**src/rtl/fetch_pkg.sv**
```systemverilog
`default_nettype none
// ============================================================
// Module  : fetch_pkg
// Brief   : shared types, widths and PC wrap helper for the fetch unit
// Rev     : 1.0
// ============================================================
package fetch_pkg;

    typedef enum logic [0:0] {
        IDLE  = 1'b0,
        FETCH = 1'b1
    } fetch_state_e;

    localparam int unsigned c_ADDR_W = 32;
    localparam int unsigned c_DATA_W = 32;

    // depth is a power of two, so the modulo is a mask
    function automatic logic [31:0] wrap_pc(input logic [31:0] pc, input int unsigned depth);
        return pc & (depth - 1);
    endfunction

endpackage
`default_nettype wire

```
**src/rtl/fetch_queue.sv**
```systemverilog
`default_nettype none
// ============================================================
// Module  : fetch_queue
// Brief   : two-entry FIFO of {pc, instr}; head holds its last value when emptied
// Rev     : 1.0
// ============================================================
module fetch_queue
    import fetch_pkg::*;
#(
    parameter int unsigned WIDTH = c_ADDR_W + c_DATA_W
) (
    input  logic             clk,
    input  logic             rst_n,
    input  logic             flush,
    input  logic             push,
    input  logic [WIDTH-1:0] push_data,
    input  logic             pop,
    output logic [WIDTH-1:0] head,
    output logic [1:0]       count
);

    logic [WIDTH-1:0] r_head;
    logic [WIDTH-1:0] r_tail;
    logic [1:0]       r_count;

    // Shift-style storage: the head register is the output, so popping the
    // last entry leaves its contents visible instead of stale slot data.
    always_ff @(posedge clk or negedge rst_n) begin
        if (!rst_n) begin
            r_head  <= '0;
            r_tail  <= '0;
            r_count <= 2'd0;
        end else if (flush) begin
            r_count <= 2'd0;
        end else begin
            case (r_count)
                2'd0: begin
                    if (push) begin
                        r_head  <= push_data;
                        r_count <= 2'd1;
                    end
                end
                2'd1: begin
                    if (push && pop) begin
                        r_head <= push_data;
                    end else if (push) begin
                        r_tail  <= push_data;
                        r_count <= 2'd2;
                    end else if (pop) begin
                        r_count <= 2'd0;
                    end
                end
                default: begin
                    if (pop) begin
                        r_head <= r_tail;
                        if (push) begin
                            r_tail <= push_data;
                        end else begin
                            r_count <= 2'd1;
                        end
                    end
                end
            endcase
        end
    end

    assign head  = r_head;
    assign count = r_count;

endmodule
`default_nettype wire

```
**src/rtl/fetch_controller.sv**
```systemverilog
`default_nettype none
// ============================================================
// Module  : fetch_controller
// Brief   : PC sequencing, imem addressing and credit-based queueing toward decode
// Rev     : 1.0
// ============================================================
module fetch_controller
    import fetch_pkg::*;
#(
    parameter int unsigned       ADDR_W   = c_ADDR_W,
    parameter int unsigned       DATA_W   = c_DATA_W,
    parameter int unsigned       DEPTH    = 8,
    parameter logic [ADDR_W-1:0] RESET_PC = '0,
    parameter int unsigned       QDEPTH   = 2
) (
    input  logic              clk,
    input  logic              rst_n,
    input  logic              run,
    input  logic              redirect_valid,
    input  logic [ADDR_W-1:0] redirect_pc,
    output logic [ADDR_W-1:0] imem_addr,
    input  logic [DATA_W-1:0] imem_instr,
    output logic              out_valid,
    input  logic              out_ready,
    output logic [DATA_W-1:0] out_instr,
    output logic [ADDR_W-1:0] out_pc,
    output logic              busy
);

    localparam int unsigned c_ENTRY_W = ADDR_W + DATA_W;

    fetch_state_e      r_state;
    fetch_state_e      w_state_next;
    logic [ADDR_W-1:0] r_pc;
    logic [ADDR_W-1:0] r_inflight_pc;
    logic              r_inflight;

    logic              w_pop;
    logic              w_push;
    logic              w_issue;
    logic [1:0]        w_count;
    logic [2:0]        w_occupancy;
    logic [c_ENTRY_W-1:0] w_head;
    logic [ADDR_W-1:0] w_pc_inc;
    logic [ADDR_W-1:0] w_redirect_pc;

    always_ff @(posedge clk or negedge rst_n) begin
        if (!rst_n) begin
            r_state <= IDLE;
        end else begin
            r_state <= w_state_next;
        end
    end

    always_comb begin
        w_state_next = r_state;
        case (r_state)
            IDLE:  if (run)  w_state_next = FETCH;
            FETCH: if (!run) w_state_next = IDLE;
        endcase
    end

    // A transfer shown during a redirect is discarded along with the flush.
    assign w_pop       = out_valid & out_ready & ~redirect_valid;
    assign w_push      = r_inflight & ~redirect_valid;
    assign w_occupancy = {1'b0, w_count} + {2'b00, r_inflight};

    // Credit: every issued word already owns a queue slot when it lands.
    // run gates issue directly so a stop takes effect in the same cycle.
    assign w_issue = (r_state == FETCH) & run & ~redirect_valid &
                     (w_occupancy < (3'(QDEPTH) + {2'b00, w_pop}));

    assign w_pc_inc      = ADDR_W'(wrap_pc(32'(r_pc) + 32'd1, DEPTH));
    assign w_redirect_pc = ADDR_W'(wrap_pc(32'(redirect_pc), DEPTH));

    always_ff @(posedge clk or negedge rst_n) begin
        if (!rst_n) begin
            r_pc          <= RESET_PC;
            r_inflight_pc <= '0;
            r_inflight    <= 1'b0;
        end else begin
            r_inflight <= w_issue;
            if (redirect_valid) begin
                r_pc <= w_redirect_pc;
            end else if (w_issue) begin
                r_pc          <= w_pc_inc;
                r_inflight_pc <= r_pc;
            end
        end
    end

    fetch_queue #(
        .WIDTH (c_ENTRY_W)
    ) u_queue (
        .clk       (clk),
        .rst_n     (rst_n),
        .flush     (redirect_valid),
        .push      (w_push),
        .push_data ({r_inflight_pc, imem_instr}),
        .pop       (w_pop),
        .head      (w_head),
        .count     (w_count)
    );

    assign imem_addr = r_pc;
    assign out_valid = (w_count != 2'd0);
    assign out_pc    = w_head[c_ENTRY_W-1 -: ADDR_W];
    assign out_instr = w_head[DATA_W-1:0];
    assign busy      = (r_state == FETCH) | r_inflight | (w_count != 2'd0);

endmodule
`default_nettype wire

```
**config.mk**
```make
export PLATFORM = sky130hd
export DESIGN_NAME = fetch_controller
export DESIGN_NICKNAME = d
export VERILOG_FILES = /design/src/rtl/fetch_pkg.sv /design/src/rtl/fetch_queue.sv /design/src/rtl/fetch_controller.sv
export SDC_FILE = /design/constraint.sdc
export NUM_CORES = 1
export LEC_CHECK = 0
export ABC_AREA = 0
export CAP_MARGIN = 25
export CORE_MARGIN = 3
export CORE_UTILIZATION = 35
export CTS_BUF_LIST = sky130_fd_sc_hd__clkbuf_8
export CTS_CLUSTER_SIZE = 40
export DETAILED_ROUTE_END_ITERATION = 16
export SYNTH_ARGS = -nofsm -noshare
export SYNTH_HDL_FRONTEND = slang
export SYNTH_HIERARCHICAL = 1
export SYNTH_SLANG_ARGS = --single-unit
```
**constraint.sdc**
```tcl
create_clock -name clk -period 5.3 [get_ports clk]
set_input_delay 0.795 -clock clk [delete_from_list [all_inputs] [get_ports clk]]
set_output_delay 0.795 -clock clk [all_outputs]
set_load 0.02 [all_outputs]
```
## After elaboration in Yosys (flattened, before gate mapping)

Index checks and enable logic that the tools add are counted.

- Flip-flop bits (word level): 196
- Output and inout port bits: 98
- Logic and storage cells: 59

- $lt $le $gt $ge: 1
- Reductions and logical operators: 11
- Add/sub/neg operators: 3
- Equality and inequality tests: 8
- Bitwise operators: 10
- Multiplexer cells: 19

Operator list:

| operator | count |
|---|---|
| $mux 64 | 6 |
| $pmux 64 s2 | 2 |
| $mux 32 | 2 |
| $mux 2 | 7 |
| $reduce_and 4->1 | 2 |
| $and 1x1->1 | 6 |
| $reduce_bool 2->1 | 3 |
| $reduce_and 5->1 | 1 |
| $ne 2x1->1 const B | 2 |
| $ne 4x2->1 const B | 1 |
| $ne 4x4->1 const B | 1 |
| $pmux 2 s2 | 1 |
| $reduce_bool 4->1 | 1 |
| $add 2x1->3 | 1 |
| $add 2x1->3 const A | 1 |
| $add 3x1->3 const B | 1 |
| $lt 3x3->1 | 1 |
| $ne 3x2->1 const B | 1 |
| $ne 3x3->1 const B | 1 |
| $reduce_bool 3->1 | 1 |
| $eq 2x1->1 const B | 1 |
| $logic_not 2->1 | 1 |
| $ne 2x2->1 const B | 1 |
| $not 1->1 | 2 |
| 4 further kinds | 5 |

## Logic depth before layout (Yosys ltp)

- Depth in word-level cells: 8
- Gate-level depth with buffers: 7

## Modules after synthesis

The synthesis kept the hierarchy.

By module, submodules not included:

| module | area an instance (um^2) | cells an instance | sequential area each (um^2) | times used |
|---|---|---|---|---|
| fetch_queue | 6790.3 | 667 | 3253.1 | 1 |
| fetch_controller | 663.1 | 69 | 200.2 | 1 |

## Worst setup path after synthesis

OpenSTA, ideal clock, no wires.

- Path type: input port to flip-flop
- Start point: input redirect_valid
- End point: register u_queue.r_tail[34]
- Arrival: 1.979 ns
- Path slack: 3.178 ns
- Stages on the path: 6
- Buffers on the path: 2
- Path through: nor2b_1 > nand2b_1 > buf_6 > buf_6 > o41ai_1 > o311ai_1

- Cells in the longest elaborated chain, start to end: 5
- Elaborated cells between the ends (all ways): 11
- Those cells by class: eq/ne (1); mux (4); bitwise (3); reduce/logical (3)

RTL lines:

| item | line | source |
|---|---|---|
| from (decl) | fetch_controller.sv:19 | `input logic redirect_valid,` |
| $not 1->1 (no source line) * | -- |  |
| $and 1x1->1 (on tied branches) | fetch_controller.sv:65, fetch_controller.sv:64 |  |
| $mux 64 / $logic_and 1x1->1 (equally long branches) | -- |  |
| $mux 64, or another cell as far along | -- |  |
| $pmux 64 s2 / $reduce_and 4->1 (equally long branches) | -- |  |
| to (signal assigned) | fetch_queue.sv:47 | `r_tail <= push_data;` |
| to (signal assigned) | fetch_queue.sv:57 | `r_tail <= push_data;` |
| to (decl) | fetch_queue.sv:23 | `logic [WIDTH-1:0] r_tail;` |

Mark *: on every way between the ends. The rest lies on a longest branch, timed or not. The select of a mux whose other input is x is not followed.
A chain may end at the register's enable or synchronous reset.

## Worst setup path after layout

- Start point: input redirect_valid
- End point: register u_queue.r_tail[28]

- Cells in the longest elaborated chain, start to end: 5
- Elaborated cells between the ends (all ways): 11
- Those cells by class: eq/ne (1); mux (4); bitwise (3); reduce/logical (3)

RTL lines:

| item | line | source |
|---|---|---|
| $not 1->1 (no source line) * | -- |  |
| $and 1x1->1 * | fetch_controller.sv:64 | `assign w_pop = out_valid & out_ready & ~redirect_valid;` |
| net w_pop | fetch_controller.sv:38 | `logic w_pop;` |
| $logic_and 1x1->1 | fetch_queue.sv:44 | `if (push && pop) begin` |
| $ne 2x2->1 (no source line) | -- |  |
| $reduce_and 4->1 (no source line) * | -- |  |

The timed path passes the listed nets; every way through them passes the cells marked *. The select of a mux whose other input is x is not followed.

==> reports/results.ini <==
[finish]
instances_no_fill=1148
diodes=0
multi_input_area_um2=3480
nFillCells=2005
drive_above_1_share_pct=15.4
final_nets=938
seq_area_um2=3460
syn_to_final_growth_pct=22.5
post-route-util_pct=44.4

[logic_synthesis]
yosys_register_bits=138
synth_top_cell_by_area=dfrtp_1
avgSynthCellArea_um2=10.1
ys_seq_area_share_pct=46.3
syn_area_um2=7450
synth_edf_count=0
synth_cell_types=43
ys_top_cells_by_area=dfrtp_1 46%, mux2_2 9.7%, o311ai_1 7.1%
async_flop_share_pct=100
synthCells=736
synth_ff_type=dfrtp_1
netlist.area_leader.share_pct=46.3
synth_warnings=6

[place]
dp_hpwl_um=10800
place_ws_ps=1290
portBuffers=108
gp_congestion=0.705
place_inst=1116

[timing]
tightest_slew_ps=1020
slew_violations=0
relSlewSlack_pct=32.3
finalSetupViolations=0
fin_tns_setup_ps=0
skew_ps=13.8
worst_slack_ps=1730
hold_viol_final=0
fin_crit_ps=3570
rsz0062_at_grt=no
max_freq_ghz=0.280
finalCritPeriodShare_pct=67.5

[outcome]
status=complete, no violations

[power_and_ir_drop]
p_sw_share_pct=30.2
power_frac_comb_pct=26.8
p_seq_share_pct=43.9
p_clk_share_pct=29.3
power_w=0.00298
power_density_nw_per_um2=327
p_int_w=0.00208
total_leakage_power_nw=3.75
peakVddDrop_mv=0.168
p_sw_w=0.000900

[worst_setup_path]
crit_slowest_cell=and4b_2
max_stage_delay_ps=1000
start_kind=input port
r2r_slack_ps=1820
regToRegStartpoint=u_queue/count[1]
crit_required_ps=5620
arrival_ps=3900
crit_family=simple AND/OR/NAND/NOR gates
crit_chain=clkdlybuf4s50_1 -> nor2_4 -> buf_4 -> and4b_2 -> nand2_1 -> o311ai_1
crit_type=in -> reg
r2r_cells=6
worstReg2RegEnd=u_queue/r_tail[28]
end_kind=flop
crit_fanout=43
path_buf_inv=2

[global_route]
antenna_found_initial=0
first_global_vias=5770
grt_pass1_wl_um=30900
overflow=0
grt_max_degree=100
grt_usage_pct=16.3

[die]
core_area_um2=20600
num_rows=52
die_area_um2=23100
die_h_um=152
io_pins=167
initial_core_util_pct=36.3
die_x_um=152

[drt]
drtIter0Drc=368
drt_pre_antenna_iters=5
via_count=5770
drc=0
wl_per_cell_um=16.3
routed_via_density=5.03
ant_nets=0
wl_um=18700

[flow_run]
maxCapViolCount=0

[clock_tree]
cts_max_path_buffers=2
postCtsSetupRepairBufs=0
postCtsHoldBufs=0
cts-root-buf=clkbuf_8
cts_resized=0
cts_made_buffers=17
cts_tree=yes
clkSinkCount=138
clkTransAtPathRegs_ps=80
clkLatencyLatePin_ps=450
h-tree-depth=4

[min_path]
hold_path.class=in -> async

==> flip-flops by register name (all words and copies together) (netlist names) <==
name and flops:
r_state 1, imem_addr 3, u_queue/r_tail 64, u_queue/head 64, r_inflight 1, u_queue/count 2, r_inflight_pc 3
==> power groups by stage <==
stage	registers, W	logic [W]	clock network (W)
final	0.00131	0.000799	0.000874
after floorplan	0.00150	0.000250	0
after global placement	0.00133	0.000795	0
after global routing	0.00133	0.000851	0.000960
after CTS	0.00131	0.000807	0.000913
after detailed placement	0.00133	0.000802	0
==> worst register-to-register path, stage by stage, from the launching register on <==
cell	delay, ps
dfrtp_4	850
o21ai_2	190
nor2_4	510
buf_4	500
and4b_2	1010
nand2_1	170
o311ai_1	140
==> cell usage after synthesis (2+ instances only) <==
cell type,count
nand2b_1,5
clkbuf_1,21
mux2_4,3
a31oi_1,3
nand2_1,125
buf_2,29
o41ai_2,7
o211ai_1,4
o311ai_1,60
nor2b_1,9
mux2_1,4
buf_6,15
a22oi_1,4
ha_1,3
inv_1,64
mux2_2,64
dfrtp_1,138
buf_4,32
nand3_1,5
nor2_1,2
and2_1,2
o31a_1,2
o41ai_1,53
o21ai_0,63
==> cells in the final DEF, fill, tap and decap left out, types with 2 or more instances in the layout <==
master | Yosys | final
o41ai_2 | 7 | 7
mux2_2 | 64 | 64
nand2_1 | 125 | 125
clkinv_2 | 0 | 3
ha_1 | 3 | 3
dfrtp_1 | 138 | 137
conb_1 | 1 | 87
clkinvlp_4 | 0 | 5
mux2_1 | 4 | 4
o41ai_1 | 53 | 53
inv_1 | 64 | 64
a31oi_1 | 3 | 3
buf_4 | 32 | 12
nor2b_4 | 0 | 2
mux2_4 | 3 | 3
nand2b_1 | 5 | 4
bufinv_16 | 0 | 2
o31a_1 | 2 | 2
o211ai_1 | 4 | 4
clkdlybuf4s50_1 | 0 | 107
o311ai_1 | 60 | 60
a22oi_1 | 4 | 4
and2_1 | 2 | 2
clkbuf_8 | 0 | 20
nor2b_1 | 9 | 7
nor2_4 | 0 | 2
o21ai_0 | 63 | 63
nand3_1 | 5 | 5
==> how the worst max path moves through the flow <==
stage,start,endpoint,cells after the start
floorplan,redirect_valid,u_queue/r_tail[34],6
CTS,redirect_valid,u_queue/r_tail[28],6
global placement,redirect_valid,u_queue/r_tail[18],6
finish,redirect_valid,u_queue/r_tail[28],6
global route,redirect_valid,u_queue/r_tail[28],6
detailed placement,redirect_valid,u_queue/r_tail[8],6
==> routing by layer <==
metal / global-route usage, % / vias to the layer above / wire, um
met3: 3.58 / 18 / 857
met5: 0 / - / 0
met2: 27.1 / 166 / 8850
met1: 21.5 / 2780 / 8730
li1: - / 2806 / -
met4: 4.58 / 0 / 237
==> stage by stage <==
stage               hold WS [ps]  area, um2
finish                       273       9130
global route                 257       9130
global placement             477       8710
floorplan                    478       7780
CTS                          487       9100
detailed placement           481       8710
==> cell families after synthesis <==
logic type | count (synthesis) | synth area share [%]
AO/OA/AOI/OAI | 202 | 21.2
buffers and inverters | 162 | 11.8
AND/OR/NAND/NOR | 159 | 9.32
flip-flops | 138 | 46.3
multiplexers | 71 | 10.9
adder cells (fa/ha/maj) | 3 | 0.504
other | 1 | 0.0503
==> area by class of cell <==
cell class              instances  share of cell area, %
well taps                     270                   3.70
repair buffers                122                   13.4
multi-input cells             522                   38.1
flip-flops and latches        138                   37.9
inverters                      65                   2.67
clock inverters                11                   1.33
clock buffers                  20                   3.01
No activity file was read; power rests on OpenSTA's default activity.
==> RTL edit 1 (config.mk and constraints unchanged) <==
The package constant `c_DATA_W` goes from 32 to 16.
--- a/src/rtl/fetch_pkg.sv
+++ b/src/rtl/fetch_pkg.sv
@@ -14,3 +14,3 @@
     localparam int unsigned c_ADDR_W = 32;
-    localparam int unsigned c_DATA_W = 32;
+    localparam int unsigned c_DATA_W = 16;
 
Ports: changed (resized imem_instr and out_instr); port bits go from 167 to 135. No check against the original RTL was run, so the function may have changed too.
==> RTL edit 1 against the original RTL <==
Final area fell by 20%; power shrank 25%; area after synthesis is 18% lower; setup slack gained 0.10 ns; critical path depth down 1; routed wire length decreased by 23%; largest cell class unchanged; combinational power down 18%; via count shrank 22%; cell count decreased by 21%; sequential cell count down 32; non-clock buffer count is 36 lower.
==> RTL edit 1: results (changes against the original RTL) <==
- Setup Slack @ Placement: 1.40 ns (was 1.29 ns)
- GRT met2 Usage: 0.258 (was 0.271)
- P_int: 0.00155 W (was 0.00208 W)
- Static Leak: 2.98 nW (was 3.75 nW)
- HPWL Detailed: 8790 µm (was 10800 µm)
- Netlist cell types: 44 (was 43)
- Largest net degree at the start of global routing: 109 (was 100)
- Dpl cells: 885 (was 1116)
- GRT Util Overall: 0.152 (was 0.163)
- Proportion of layout cells with a drive suffix above 1: 0.198 (was 0.154)
- Gpl congestion: 0.802 (was 0.705)
- Worst Slack Setup Final: 1.83 ns (was 1.73 ns)
- Clk slew on worst S/H paths: 0.10 ns (was 0.08 ns)
- Met2 routed WL: 7060 µm (was 8850 µm)
- Final #Nets: 734 (was 938)
- Reg2reg setup slack: 1.98 ns (was 1.82 ns)
- First-pass GRT wire length: 24100 µm (was 30900 µm)
- Multiplexer area fraction after synthesis: 0.115 (was 0.109)
- Reg power frac: 0.456 (was 0.439)
- Cells after synthesis: 573 (was 736)
- Seq/Total Area, Yosys: 0.433 (was 0.463)
- M1 WL: 6340 µm (was 8730 µm)
- DRT iter0 DRCs: 298 (was 368)
- Num CTS Buffers: 9 (was 17)
- Peak supply drop: 0.000179 V (was 0.000168 V)
- Clk_lat worst skew: 0.39 ns (was 0.45 ns)
- CP peak stage delay: 1.05 ns (was 1.00 ns)
- Post-CTS Setup Inserts: 0 (unchanged)
- CP arrival: 3.75 ns (was 3.90 ns)
- Vias in the first global route: 4623 (was 5770)
- Post-Synth Adder-Cell Area: 0.00613 (was 0.00504)
- Placed Area: 7080 µm² (was 8710 µm²)
- XOR/XNOR share of the synthesized area: 0 (unchanged)
- Drt first pass iters: 4 (was 5)
- Vias: 4521 (was 5770)
- Met3 Use GR: 0.0397 (was 0.0358)
- Wire length per cell: 15.9 µm (was 16.3 µm)
- DR WL met3: 813 µm (was 857 µm)
- M1 GR Usage: 0.195 (was 0.215)
- Worst-path fanout max: 44 (was 43)
- WHS: 0.217 ns (was 0.273 ns)
- Area growth, synth to finish: 20.0% (was 22.5%)
- Top cells by area, synth: dfrtp_1 43%, o41ai_2 11%, mux2_2 5.9% (was dfrtp_1 46%, mux2_2 9.7%, o311ai_1 7.1%)
- Worst Clk Skew: 0.00966 ns (was 0.0138 ns)
- P_sw: 0.000680 W (was 0.000900 W)
- Synth top cells by count: 106 x dfrtp_1, 93 x nand2_1, 48 x inv_1 (was 138 x dfrtp_1, 125 x nand2_1, 64 x inv_1, 64 x mux2_2, 63 x o21ai_0)
- Htree depth: 3 (was 4)
- Post-DR vias/cell: 5.01 (was 5.03)
- Status: finished clean (unchanged)
- Compound-gate portion of the synthesized area: 0.238 (was 0.212)
- Port bufs: 76 (was 108)
- Logic pwr share: 0.294 (was 0.268)
- Worst slew pin tran: 1.02 ns (about the same)
- Filler cells: 1585 (was 2005)
-- RTL edit 1: worst paths after layout --
kind | startpoint | to | cells after the start
min in group clk | u_queue/head[14]$_DFFE_PN0P_ | u_queue/head[14]$_DFFE_PN0P_ | 1
max in group asynchronous | rst_n | u_queue/r_tail[34]$_DFFE_PN0P_ | 3
hold / removal | rst_n | u_queue/head[16]$_DFFE_PN0P_ | 1
hold reg to reg | u_queue/head[14]$_DFFE_PN0P_ | u_queue/head[14]$_DFFE_PN0P_ | 1
setup / recovery | redirect_valid | u_queue/r_tail[6]$_DFFE_PN0P_ | 5
setup reg to reg | u_queue/count[1]$_DFFE_PN0P_ | u_queue/r_tail[6]$_DFFE_PN0P_ | 6
-- RTL edit 1: final cells by class --
class,instances,area share
Clock buffer,9,0.0169
Clock inverter,7,0.0126
Inverter,48,0.0245
Multi-Input combinational cell,427,0.427
Sequential cell,106,0.361
Tap cell,220,0.0375
Timing Repair Buffer,86,0.121
==> RTL edit 2 (same flow settings) <==
Without the edit above. Reset style: synchronous (`rst_n`), changed in 3 clocked blocks.
--- a/src/rtl/fetch_queue.sv
+++ b/src/rtl/fetch_queue.sv
@@ -27,3 +27,3 @@
     // last entry leaves its contents visible instead of stale slot data.
-    always_ff @(posedge clk or negedge rst_n) begin
+    always_ff @(posedge clk) begin
         if (!rst_n) begin
--- a/src/rtl/fetch_controller.sv
+++ b/src/rtl/fetch_controller.sv
@@ -46,3 +46,3 @@
 
-    always_ff @(posedge clk or negedge rst_n) begin
+    always_ff @(posedge clk) begin
         if (!rst_n) begin
@@ -75,3 +75,3 @@
 
-    always_ff @(posedge clk or negedge rst_n) begin
+    always_ff @(posedge clk) begin
         if (!rst_n) begin
Check against the original RTL: differs if rst_n is asserted again (counterexample within 4 cycles, from zero or initial values and one cycle with rst_n low); with rst_n held inactive, the same outputs for 4 cycles.
==> RTL edit 2 against the original RTL <==
Clock skew fell by 0.0063 ns; sequential cell count stayed put; die area decreased by 23%; setup slack better by 0.42 ns; final area shrank 20%; core utilization is 1.8 points higher; via count down 23%; highest routed layer unchanged; area after synthesis is 24% lower; register-to-register slack better by 0.33 ns; maximum frequency is 13% higher; routed wire length fell by 27%; worst hold slack improved by 0.21 ns.
Power is not compared: it rests on default switching activity, and its combinational part moved more than twofold at a synthesized area within 25%.
==> RTL edit 2: results (changes against the original RTL) <==
- Largest net degree at the start of global routing: 65 (was 100)
- CP endpoint: u_queue/head[11]$_SDFFE_PN0P_ (was u_queue/r_tail[28]$_DFFE_PN0P_)
- Predominant post-synthesis flop cell: dfxtp_1 (was dfrtp_1)
- Invs w/o clock: 5 (was 65)
- Seq/Total Area, Yosys: 0.485 (was 0.463)
- Filler cells: 1509 (was 2005)
- DR WL met3: 867 µm (was 857 µm)
- DRT iter0 DRCs: 195 (was 368)
- Clock Network Area Fraction: 0.0521 (was 0.0434)
- M1 GR Usage: 0.182 (was 0.215)
- CP peak stage delay: 0.76 ns (was 1.00 ns)
- Drt first pass iters: 4 (was 5)
- Slowest CP cell: buf_4 (was and4b_2)
- Worst min path class: flop to flop (was input pin to asynchronous set/reset pin)
- Setup Slack @ Placement: 1.79 ns (was 1.29 ns)
- Reg-to-reg startpoint: u_queue/count[1]$_SDFFE_PP0P_ (was u_queue/count[1]$_DFFE_PN0P_)
- CP arrival: 3.44 ns (was 3.90 ns)
- Worst-path fanout max: 49 (was 43)
- WHS: 0.479 ns (was 0.273 ns)
- Netlist cell types: 38 (was 43)
- Max-slew headroom: 0.386 (was 0.323)
- Met3 Use GR: 0.0532 (was 0.0358)
- GRT Util Overall: 0.153 (was 0.163)
- Proportion of layout cells with a drive suffix above 1: 0.0725 (was 0.154)
- GRT met2 Usage: 0.255 (was 0.271)
- Worst path top cell family by delay: buffers and inverters (was simple AND/OR/NAND/NOR gates)
- Crit share post-route: 0.595 (was 0.675)
- Wire length per cell: 15.0 µm (was 16.3 µm)
- FFs w/ async S/R, synth: 0 (was 1.00)
- Top cells by area, synth: dfxtp_1 48%, mux2i_1 11%, a22o_1 9.8% (was dfrtp_1 46%, mux2_2 9.7%, o311ai_1 7.1%)
- Synth top cells by count: 138 x dfxtp_1, 70 x a21oi_1, 64 x a211oi_1, 64 x a22o_1, 64 x mux2i_1 (was 138 x dfrtp_1, 125 x nand2_1, 64 x inv_1, 64 x mux2_2, 63 x o21ai_0)
- Gpl congestion: 0.774 (was 0.705)
- HPWL Detailed: 8210 µm (was 10800 µm)
- Vias in the first global route: 4441 (was 5770)
- Register area: 2770 µm² (was 3460 µm²)
- Buffers, non-clock: 117 (was 122)
- Status: finished clean (unchanged)
- Htree depth: 4 (unchanged)
- Reg2reg setup slack: 2.15 ns (was 1.82 ns)
- Data buffer area share: 0.159 (was 0.134)
- CP Class: flop to flop (was input pin to flop)
- Multi-In Gates: 398 (was 522)
- Final #Nets: 749 (was 938)
- Multi-input combinational area share: 0.373 (was 0.381)
- Met2 routed WL: 6260 µm (was 8850 µm)
- Post-DR vias/cell: 4.90 (was 5.03)
-- RTL edit 2: changes by cell type in the layout (fill, tap and decap cells not counted), moves of 7 or more --
cell      change
a211oi_1     +64
o41ai_2       -7
dfrtp_1     -137
a21oi_1      +69
nand2_1     -123
o311ai_1     -60
o21ai_0      -54
a22o_1       +64
dfxtp_1     +137
mux2i_1      +64
mux2_2       -63
inv_1        -56
o41ai_1      -53
-- RTL edit 2: metrics by stage --
step,std cells,cell area [µm²],total power [W],utilization
finish,906,7340,0.00200,0.462
global route,906,7340,0.00208,0.462
CTS,905,7310,0.00203,0.460
detailed placement,873,6930,0.00120,0.436
global placement,873,6930,0.00120,0.436
floorplan,620,6020,0.00116,-
-- RTL edit 2: kinds of logic after synthesis --
logic type	synth area share
compound gates	0.272
flops	0.485
buf+inv	0.0946
mux	0.114
simple gates	0.0277
fa+ha+maj	0.00659
other cells	0.000658
